===== src/rtl/lsu_mem_if.sv =====
`default_nettype none
// ============================================================================
//  Module      : lsu_mem_if
//  Description : Load/store unit between the MEM-stage pipeline register and
//                a word-wide data memory. One request at a time over a
//                valid/ready handshake; byte/half/word loads with sign or
//                zero extension; sub-word stores as read-modify-write.
//                Optional feature macro: LSU_MISALIGN_TRAP_EN
//                  defined   : misaligned half/word requests return an
//                              exception response with no memory access.
//                  undefined : offending low address bits are cleared and
//                              the access proceeds normally.
//  Revision    : 1.0 - initial release
// ============================================================================
module lsu_mem_if #(
    parameter int MEM_AW = 12
) (
    input  logic              clk,
    input  logic              rst,
    input  logic              req_valid,
    output logic              req_ready,
    input  logic              req_we,
    input  logic [1:0]        req_size,
    input  logic              req_unsigned,
    input  logic [31:0]       req_addr,
    input  logic [31:0]       req_wdata,
    output logic              resp_valid,
    output logic [31:0]       resp_rdata,
    output logic              resp_exc,
    output logic [MEM_AW-1:0] mem_addr,
    output logic              mem_re,
    output logic              mem_we,
    output logic [31:0]       mem_wdata,
    input  logic [31:0]       mem_rdata
);

    typedef enum logic [1:0] {
        ST_IDLE = 2'd0,
        ST_RD   = 2'd1,
        ST_RDW  = 2'd2,
        ST_WR   = 2'd3
    } state_t;

    localparam logic [1:0] c_SIZE_BYTE = 2'b00;
    localparam logic [1:0] c_SIZE_HALF = 2'b01;

    state_t             r_state;
    state_t             w_state_nxt;

    // Latched request fields, held for the whole operation
    logic               r_we;
    logic [1:0]         r_size;
    logic               r_unsigned;
    logic [MEM_AW-1:0]  r_word_addr;
    logic [1:0]         r_lane;
    logic [15:0]        r_wdata_lo;
    logic [31:0]        r_wbuf;

    logic               r_resp_valid;
    logic               r_resp_exc;
    logic [31:0]        r_resp_rdata;

    logic               w_accept;
    logic               w_size_word;
    logic               w_size_half;
    logic               w_misalign;
    logic [1:0]         w_lane_in;
    logic [7:0]         w_lane_byte;
    logic [15:0]        w_lane_half;
    logic [31:0]        w_load_data;
    logic [31:0]        w_merge;

    // Address bits above the memory window only wrap; they carry no meaning
    logic               w_unused_addr_hi;
    assign w_unused_addr_hi = ^req_addr[31:MEM_AW+2];

    assign w_accept    = req_valid && (r_state == ST_IDLE);
    assign w_size_word = req_size[1];
    assign w_size_half = (req_size == c_SIZE_HALF);

`ifdef LSU_MISALIGN_TRAP_EN
    // Misaligned half/word requests are reported, never executed
    assign w_misalign = w_accept &&
                        ((w_size_half && req_addr[0]) ||
                         (w_size_word && (req_addr[1:0] != 2'b00)));
    assign w_lane_in  = req_addr[1:0];
`else
    // Misalignment is silently repaired by clearing the offending lane bits
    assign w_misalign   = 1'b0;
    assign w_lane_in[1] = req_addr[1] & ~w_size_word;
    assign w_lane_in[0] = req_addr[0] & ~(w_size_word | w_size_half);
`endif

    // State register; asynchronous reset abandons any operation in flight
    always_ff @(posedge clk or negedge rst) begin
        if (!rst) begin
            r_state <= ST_IDLE;
        end else begin
            r_state <= w_state_nxt;
        end
    end

    // Next-state decode
    always_comb begin
        w_state_nxt = r_state;
        case (r_state)
            ST_IDLE: begin
                if (w_accept && !w_misalign) begin
                    if (req_we && w_size_word) begin
                        w_state_nxt = ST_WR;
                    end else begin
                        w_state_nxt = ST_RD;
                    end
                end
            end
            ST_RD:   w_state_nxt = ST_RDW;
            ST_RDW:  w_state_nxt = r_we ? ST_WR : ST_IDLE;
            ST_WR:   w_state_nxt = ST_IDLE;
            default: w_state_nxt = ST_IDLE;
        endcase
    end

    // Lane extraction and extension of the returned memory word
    always_comb begin
        w_lane_byte = mem_rdata[7:0];
        case (r_lane)
            2'd0:    w_lane_byte = mem_rdata[7:0];
            2'd1:    w_lane_byte = mem_rdata[15:8];
            2'd2:    w_lane_byte = mem_rdata[23:16];
            default: w_lane_byte = mem_rdata[31:24];
        endcase
        w_lane_half = r_lane[1] ? mem_rdata[31:16] : mem_rdata[15:0];

        if (r_size[1]) begin
            w_load_data = mem_rdata;
        end else if (r_size == c_SIZE_HALF) begin
            w_load_data = {{16{w_lane_half[15] & ~r_unsigned}}, w_lane_half};
        end else begin
            w_load_data = {{24{w_lane_byte[7] & ~r_unsigned}}, w_lane_byte};
        end
    end

    // Read-modify-write merge of store data into the target lane(s)
    always_comb begin
        w_merge = mem_rdata;
        if (r_size == c_SIZE_BYTE) begin
            case (r_lane)
                2'd0:    w_merge[7:0]   = r_wdata_lo[7:0];
                2'd1:    w_merge[15:8]  = r_wdata_lo[7:0];
                2'd2:    w_merge[23:16] = r_wdata_lo[7:0];
                default: w_merge[31:24] = r_wdata_lo[7:0];
            endcase
        end else if (r_size == c_SIZE_HALF) begin
            if (r_lane[1]) begin
                w_merge[31:16] = r_wdata_lo;
            end else begin
                w_merge[15:0]  = r_wdata_lo;
            end
        end
    end

    // Request latching, write buffer and response registers
    always_ff @(posedge clk or negedge rst) begin
        if (!rst) begin
            r_we         <= 1'b0;
            r_size       <= 2'b00;
            r_unsigned   <= 1'b0;
            r_word_addr  <= '0;
            r_lane       <= 2'b00;
            r_wdata_lo   <= 16'h0000;
            r_wbuf       <= 32'h0000_0000;
            r_resp_valid <= 1'b0;
            r_resp_exc   <= 1'b0;
            r_resp_rdata <= 32'h0000_0000;
        end else begin
            r_resp_valid <= 1'b0;
            r_resp_exc   <= 1'b0;
            case (r_state)
                ST_IDLE: begin
                    if (w_accept) begin
                        r_we        <= req_we;
                        r_size      <= req_size;
                        r_unsigned  <= req_unsigned;
                        r_word_addr <= req_addr[MEM_AW+1:2];
                        r_lane      <= w_lane_in;
                        r_wdata_lo  <= req_wdata[15:0];
                        if (w_misalign) begin
                            r_resp_valid <= 1'b1;
                            r_resp_exc   <= 1'b1;
                        end else if (req_we && w_size_word) begin
                            r_wbuf <= req_wdata;
                        end
                    end
                end
                ST_RDW: begin
                    if (r_we) begin
                        r_wbuf <= w_merge;
                    end else begin
                        r_resp_rdata <= w_load_data;
                        r_resp_valid <= 1'b1;
                    end
                end
                ST_WR: begin
                    r_resp_valid <= 1'b1;
                end
                default: begin
                end
            endcase
        end
    end

    // Strobes depend on state alone so reset removes them immediately
    assign req_ready  = (r_state == ST_IDLE);
    assign mem_re     = (r_state == ST_RD);
    assign mem_we     = (r_state == ST_WR);
    assign mem_addr   = r_word_addr;
    assign mem_wdata  = r_wbuf;
    assign resp_valid = r_resp_valid;
    assign resp_exc   = r_resp_exc;
    assign resp_rdata = r_resp_rdata;

endmodule
`default_nettype wire

===== config.mk =====
export PLATFORM = sky130hd
export DESIGN_NAME = lsu_mem_if
export DESIGN_NICKNAME = d
export VERILOG_FILES = /design/src/rtl/lsu_mem_if.sv
export SDC_FILE = /design/constraint.sdc
export NUM_CORES = 1
export LEC_CHECK = 0
export BUFFER_PORTS_ARGS = -buffer_cell sky130_fd_sc_hd__buf_2
export CAP_MARGIN = 20
export CORE_MARGIN = 2
export CORE_UTILIZATION = 46
export CTS_BUF_LIST = sky130_fd_sc_hd__clkbuf_16
export CTS_CLUSTER_SIZE = 30
export DETAILED_ROUTE_END_ITERATION = 6
export PLACE_DENSITY_LB_ADDON = 0.08
export SYNTH_ARGS = -nofsm -noshare
export SYNTH_HDL_FRONTEND = slang
export SYNTH_SLANG_ARGS = --single-unit
export TNS_END_PERCENT = 5

===== constraint.sdc =====
create_clock -name clk -period 1.7 [get_ports clk]
set_input_delay 0.34 -clock clk [delete_from_list [all_inputs] [get_ports clk]]
set_output_delay 0.34 -clock clk [all_outputs]
set_load 0.02 [all_outputs]

# ---- After elaboration in Yosys (flattened, before gate mapping)
# Index checks and enable logic that the tools add are counted.
dict set report totals {
  n_memories 0
  romBits 0
  out_inout_bits 81
  in_bits 103
  mem_bits_rw 0
  regBits 101
  word_cells 61
  latch_bits 0
}
dict set report op_classes {
  magnitude_cmp 0
  addsub 0
  mul 0
  eq_ne 10
  div_mod_pow 0
  bitwise_logic 9
  n_reduce_logical 10
  muxes 22
  shift 0
}
# cell count
set ops {}
lappend ops {{$mux W32} 7}
lappend ops {{$pmux W32 S2} 1}
lappend ops {{$mux W16} 3}
lappend ops {{$mux W8} 4}
lappend ops {{$pmux W8 S3} 1}
lappend ops {{$eq A2 B1 Y1 const B} 4}
lappend ops {{$pmux W2 S4} 1}
lappend ops {{$eq A2 B2 Y1 const B} 3}
lappend ops {{$logic_not A2 Y1} 3}
lappend ops {{$mux W2} 3}
lappend ops {{$and A1 B1 Y1} 4}
lappend ops {{$ne A2 B1 Y1 const B} 2}
lappend ops {{$not A1 Y1} 4}
lappend ops {{$reduce_and A2 Y1} 2}
lappend ops {{$reduce_and A4 Y1} 1}
lappend ops {{$reduce_or A3 Y1} 1}
lappend ops {{$logic_and A1 B1 Y1} 2}
lappend ops {{$ne A2 B2 Y1 const B} 1}
lappend ops {{$pmux W1 S2} 1}
lappend ops {{$reduce_bool A2 Y1} 1}
lappend ops {{$mux W1} 1}
lappend ops {{$or A1 B1 Y1} 1}

# ---- Depth between registers and ports, before layout
dict set report logic_depth {
  depth_word 6
  mapped_depth 6
  depth_no_buf 4
}

# ---- Worst setup path after synthesis
# OpenSTA, ideal clock, no wires.
dict set report synth_timing {
  path_type {reg2reg}
  start {register r_state[0]}
  end {register r_size[0]}
  arrival_time_ps 1623
  t_required_ps 1572
  path_buffers 2
  period_less_slack_ps 1751
  setup_ps 128
  path_slack_ps -51
  path_stages_with_launch 6
  cell_sequence {dfrtp_1 nor2_2 and2_1 buf_4 buf_2 mux2_1}
}
dict set report synth_between {
  elab_chain_cells 3
}
# element line
set synth_rtl {}
lappend synth_rtl {{from (decl)} 47} ;# state_t r_state;
lappend synth_rtl {{from (signal assigned)} 99} ;# r_state <= w_state_nxt;
lappend synth_rtl {{$logic_not A2 Y1 (*)} -}
lappend synth_rtl {{named net req_ready} 21} ;# output logic req_ready,
lappend synth_rtl {{$logic_and A1 B1 Y1} 77} ;# assign w_accept = req_valid && (r_state == ST_IDLE);
lappend synth_rtl {{$reduce_and A2 Y1 (no source line) (*)} -}
lappend synth_rtl {{to (signal assigned)} 182} ;# r_size <= req_size;
lappend synth_rtl {{to (decl)} 52} ;# logic [1:0] r_size;
# The timed path passes the listed nets; every way through them passes the cells marked *.
# A chain may end at the register's enable or synchronous reset.

# ---- Final worst setup path
dict set report layout_timing {
  start {register r_size[0]}
  end {register r_resp_rdata[31] (netlist: resp_rdata[31])}
}
dict set report layout_between {
  elab_chain_cells 3
}
# element line
set layout_rtl {}
lappend layout_rtl {{$eq A2 B1 Y1} 136} ;# end else if (r_size == c_SIZE_HALF) begin
lappend layout_rtl {{$mux W32} 136}
lappend layout_rtl {{$mux W32} 134} ;# if (r_size[1]) begin
lappend layout_rtl {{to (signal assigned)} 199} ;# r_resp_rdata <= w_load_data;
lappend layout_rtl {{to (decl)} 61} ;# logic [31:0] r_resp_rdata;
# No other way between the ends.

==> flow_summary.toml <==
[logic_synthesis]
ys_top_cells_by_area = "dfrtp_1 (46%), mux2_2 (6.2%), a21oi_1 (5.3%)"
yosysTopAreaCell = "dfrtp_1"
synthArstFlopShare = 1.00
synth.cell_area_mm2 = 0.00545
netlist_instances = 572
yosysUniqueCellTypes = 51
synth_top_area_frac = 0.464
ys_warn_count = 0
syn-num-nets = 675
yosysSeqAreaShare = 0.464
synth_ff_type = "dfrtp_1"
synth.avg_cell_area_um2 = 9.53
synth-edff-count = 0
ys_ff_latch = 101

[route]
drc_errors = 0
avgViaCountPerCell = 5.73
wl_per_cell_um = 18.6
postRouteAntennaNets = 0
drtIter0Drc = 522
vias = 5086
wl_mm = 16.5
dr.pass1.iters = 5

[global_route]
grt_pass1_vias = 4946
overflow = 0
grt_pass1_wl_mm = 26.1
grt_use_total = 0.264
antenna_found_initial = 0
grt_max_degree = 65

[timing]
setup_viol = 0
slew_viol_final = 0
period_needed_ns = 1.65
grt_setup_unrepaired = "yes"
fin_crit_sh = 0.970
fin_skew_ns = 0.00571
fmax_mhz = 607
final.setup.tns_ns = 0
holdWs_ns = 0.193
finalHoldViolCount = 0

[pwr]
leakage_nw = 3.32
combinationalPowerShare = 0.555
clkPwrFrac = 0.140
power_frac_seq = 0.305
swShare = 0.449
p_per_area_mw_per_mm2 = 2130
max-vdd-ir-drop_uv = 1890
internal_power_mw = 8.21
power.switching_mw = 6.69
total_power_mw = 14.9

[clocking]
cts_buffer_depth = 2
cts_made_buffers = 9
cts_tree = "done"
clkTransAtPathRegs_ns = 0.07
clockRootBuffer = "clkbuf_16"
cts.sink_count = 101
cts_setup_buffers = 0
worstSkewPairLatency_ns = 0.36
cts_max_level = 3

[placed_design]
hpwl_mm = 12.1
postPlaceCellArea_mm2 = 0.00665
portBuffers = 164
place_congestion = 0.917

[final_layout]
nets = 842
antenna_cells = 0
drive_above_1_share = 0.379
syn_to_final_growth_pct = 28.4
post-route-cell-area_mm2 = 0.00700

[floorplanning]
coreArea_mm2 = 0.0115
fp-row-count = 39
die-height_um = 113
ios = 184
design.die.area_mm2 = 0.0127
chipWidth_um = 113
start_util = 0.475

[min_path]
hold_class = "in2reg"

[setup_path]
cp_data_arrival_time_ns = 1.93
endpoint_kind = "flip-flop"
required_ns = 1.98
cp-start-kind = "flip-flop"
criticalPathCategory = "reg2reg"
crit_fanout = 16

[status]
status = "complete, no violations"

[flow_run]
maxCapViolCount = 0
power by group through the flow:
stage | logic [mW] | clock network, mW | registers (mW)
after detailed placement | 8.20 | 0 | 4.56
after CTS | 8.26 | 2.14 | 4.52
after floorplan | 4.41 | 0 | 5.47
final | 8.27 | 2.09 | 4.54
after global placement | 8.06 | 0 | 4.48
after global routing | 9.00 | 2.23 | 4.71
worst paths after layout:
| check | start | to | slack, ns | depth (start not counted) |
|---|---|---|---|---|
| hold reg to reg | mem_wdata[3] | mem_wdata[3] | 0.48 | 2 |
| setup reg to reg | r_size[0] | resp_rdata[31] | 0.05 | 5 |
| min in group asynchronous | rst | r_wdata_lo[5] | 0.47 | 2 |
| setup / recovery | r_size[0] | resp_rdata[31] | 0.05 | 5 |
| max in group asynchronous | rst | resp_rdata[15] | 0.66 | 3 |
| hold / removal | req_unsigned | r_unsigned | 0.19 | 3 |
synthesized netlist by cell type (2+ instances only):
master	number
mux2_2	30
nand3b_1	13
buf_1	2
clkbuf_1	28
a21oi_2	10
dfrtp_1	101
mux2i_1	14
mux2_1	2
nand3_1	2
or3_1	6
nor2_1	64
buf_2	15
buf_4	3
a21oi_1	58
and3_1	18
inv_1	10
a22o_1	16
a311oi_1	6
o211ai_1	14
o21ai_0	18
nor2b_1	3
o31ai_1	24
nand2b_1	4
nand2_1	41
o21ai_1	17
or3b_1	2
a211oi_1	10
and2_1	8
a221oi_1	10
nor2_2	2
per-stage QoR:
| stage | setup slack, ns | cells | util |
|---|---|---|---|
| after floorplan | 0.0506 | 572 | - |
| after global placement | -0.0391 | 870 | 0.580 |
| after detailed placement | -0.0894 | 870 | 0.580 |
| after CTS | 0.0113 | 887 | 0.608 |
| after global routing | -0.0124 | 887 | 0.610 |
| final | 0.0518 | 887 | 0.610 |
cell usage in the layout, fill, tap and decap left out, types with 10 or more instances in the layout:
| master | instances |
|---|---|
| o31ai_1 | 24 |
| mux2_2 | 30 |
| mux2i_1 | 14 |
| nand3b_1 | 13 |
| a21oi_2 | 10 |
| o21ai_0 | 18 |
| dfrtp_1 | 96 |
| nor2_1 | 64 |
| nand2_1 | 40 |
| o211ai_1 | 14 |
| and3_1 | 18 |
| a21oi_1 | 58 |
| a221oi_1 | 10 |
| inv_1 | 10 |
| o21ai_1 | 17 |
| buf_4 | 30 |
| buf_2 | 163 |
| a22o_1 | 16 |
timing repair:
item / 4_1_cts / 5_1_grt
cloned: 0 / 0
hold buffers: 1 / 0
pin swaps: 0 / 0
endpoints found under the hold margin: 26 / 0
endpoints found under the setup margin: 7 / 43
resized for setup: 4 / 9
cell families after synthesis:
group / count (synthesis) / synth area share
AOI/OAI and AO/OA: 194 / 0.239
buffers and inverters: 60 / 0.0482
muxes: 47 / 0.0960
DFF: 101 / 0.464
other: 1 / 0.000688
and+or+nand+nor: 169 / 0.152
metal layers:
| layer | share of wire | GRT usage | routed length, um | vias up |
|---|---|---|---|---|
| met5 | 0 | 0 | 0 | - |
| met4 | 0.028 | 0.112 | 457 | 0 |
| met3 | 0.069 | 0.0455 | 1140 | 35 |
| met2 | 0.47 | 0.420 | 7720 | 221 |
| met1 | 0.43 | 0.358 | 7170 | 2423 |
| li1 | - | - | - | 2407 |
flip-flops by register name (all words and copies together) (netlist names), 2 cells and up:
name / count
r_wdata_lo: 16
mem_addr: 12
resp_rdata: 32
mem_wdata: 32
r_size: 2
r_lane: 2
r_state: 2
worst max-delay path, cell delays in order (launching register included):
cell	delay [ns]
dfrtp_2	0.47
nor2b_1	0.19
or3b_1	0.36
a31o_2	0.26
buf_12	0.16
a21oi_1	0.14
area by class of cell:
type	instances	area, um2
multi-input combinational	411	2690
tap	143	179
inverter	11	41.3
clock inverter	7	73.8
timing repair buffer	205	1250
fill	993	4470
clock buffer	9	225
sequential	101	2530
Note: power is estimated with default switching activity, not from simulation.
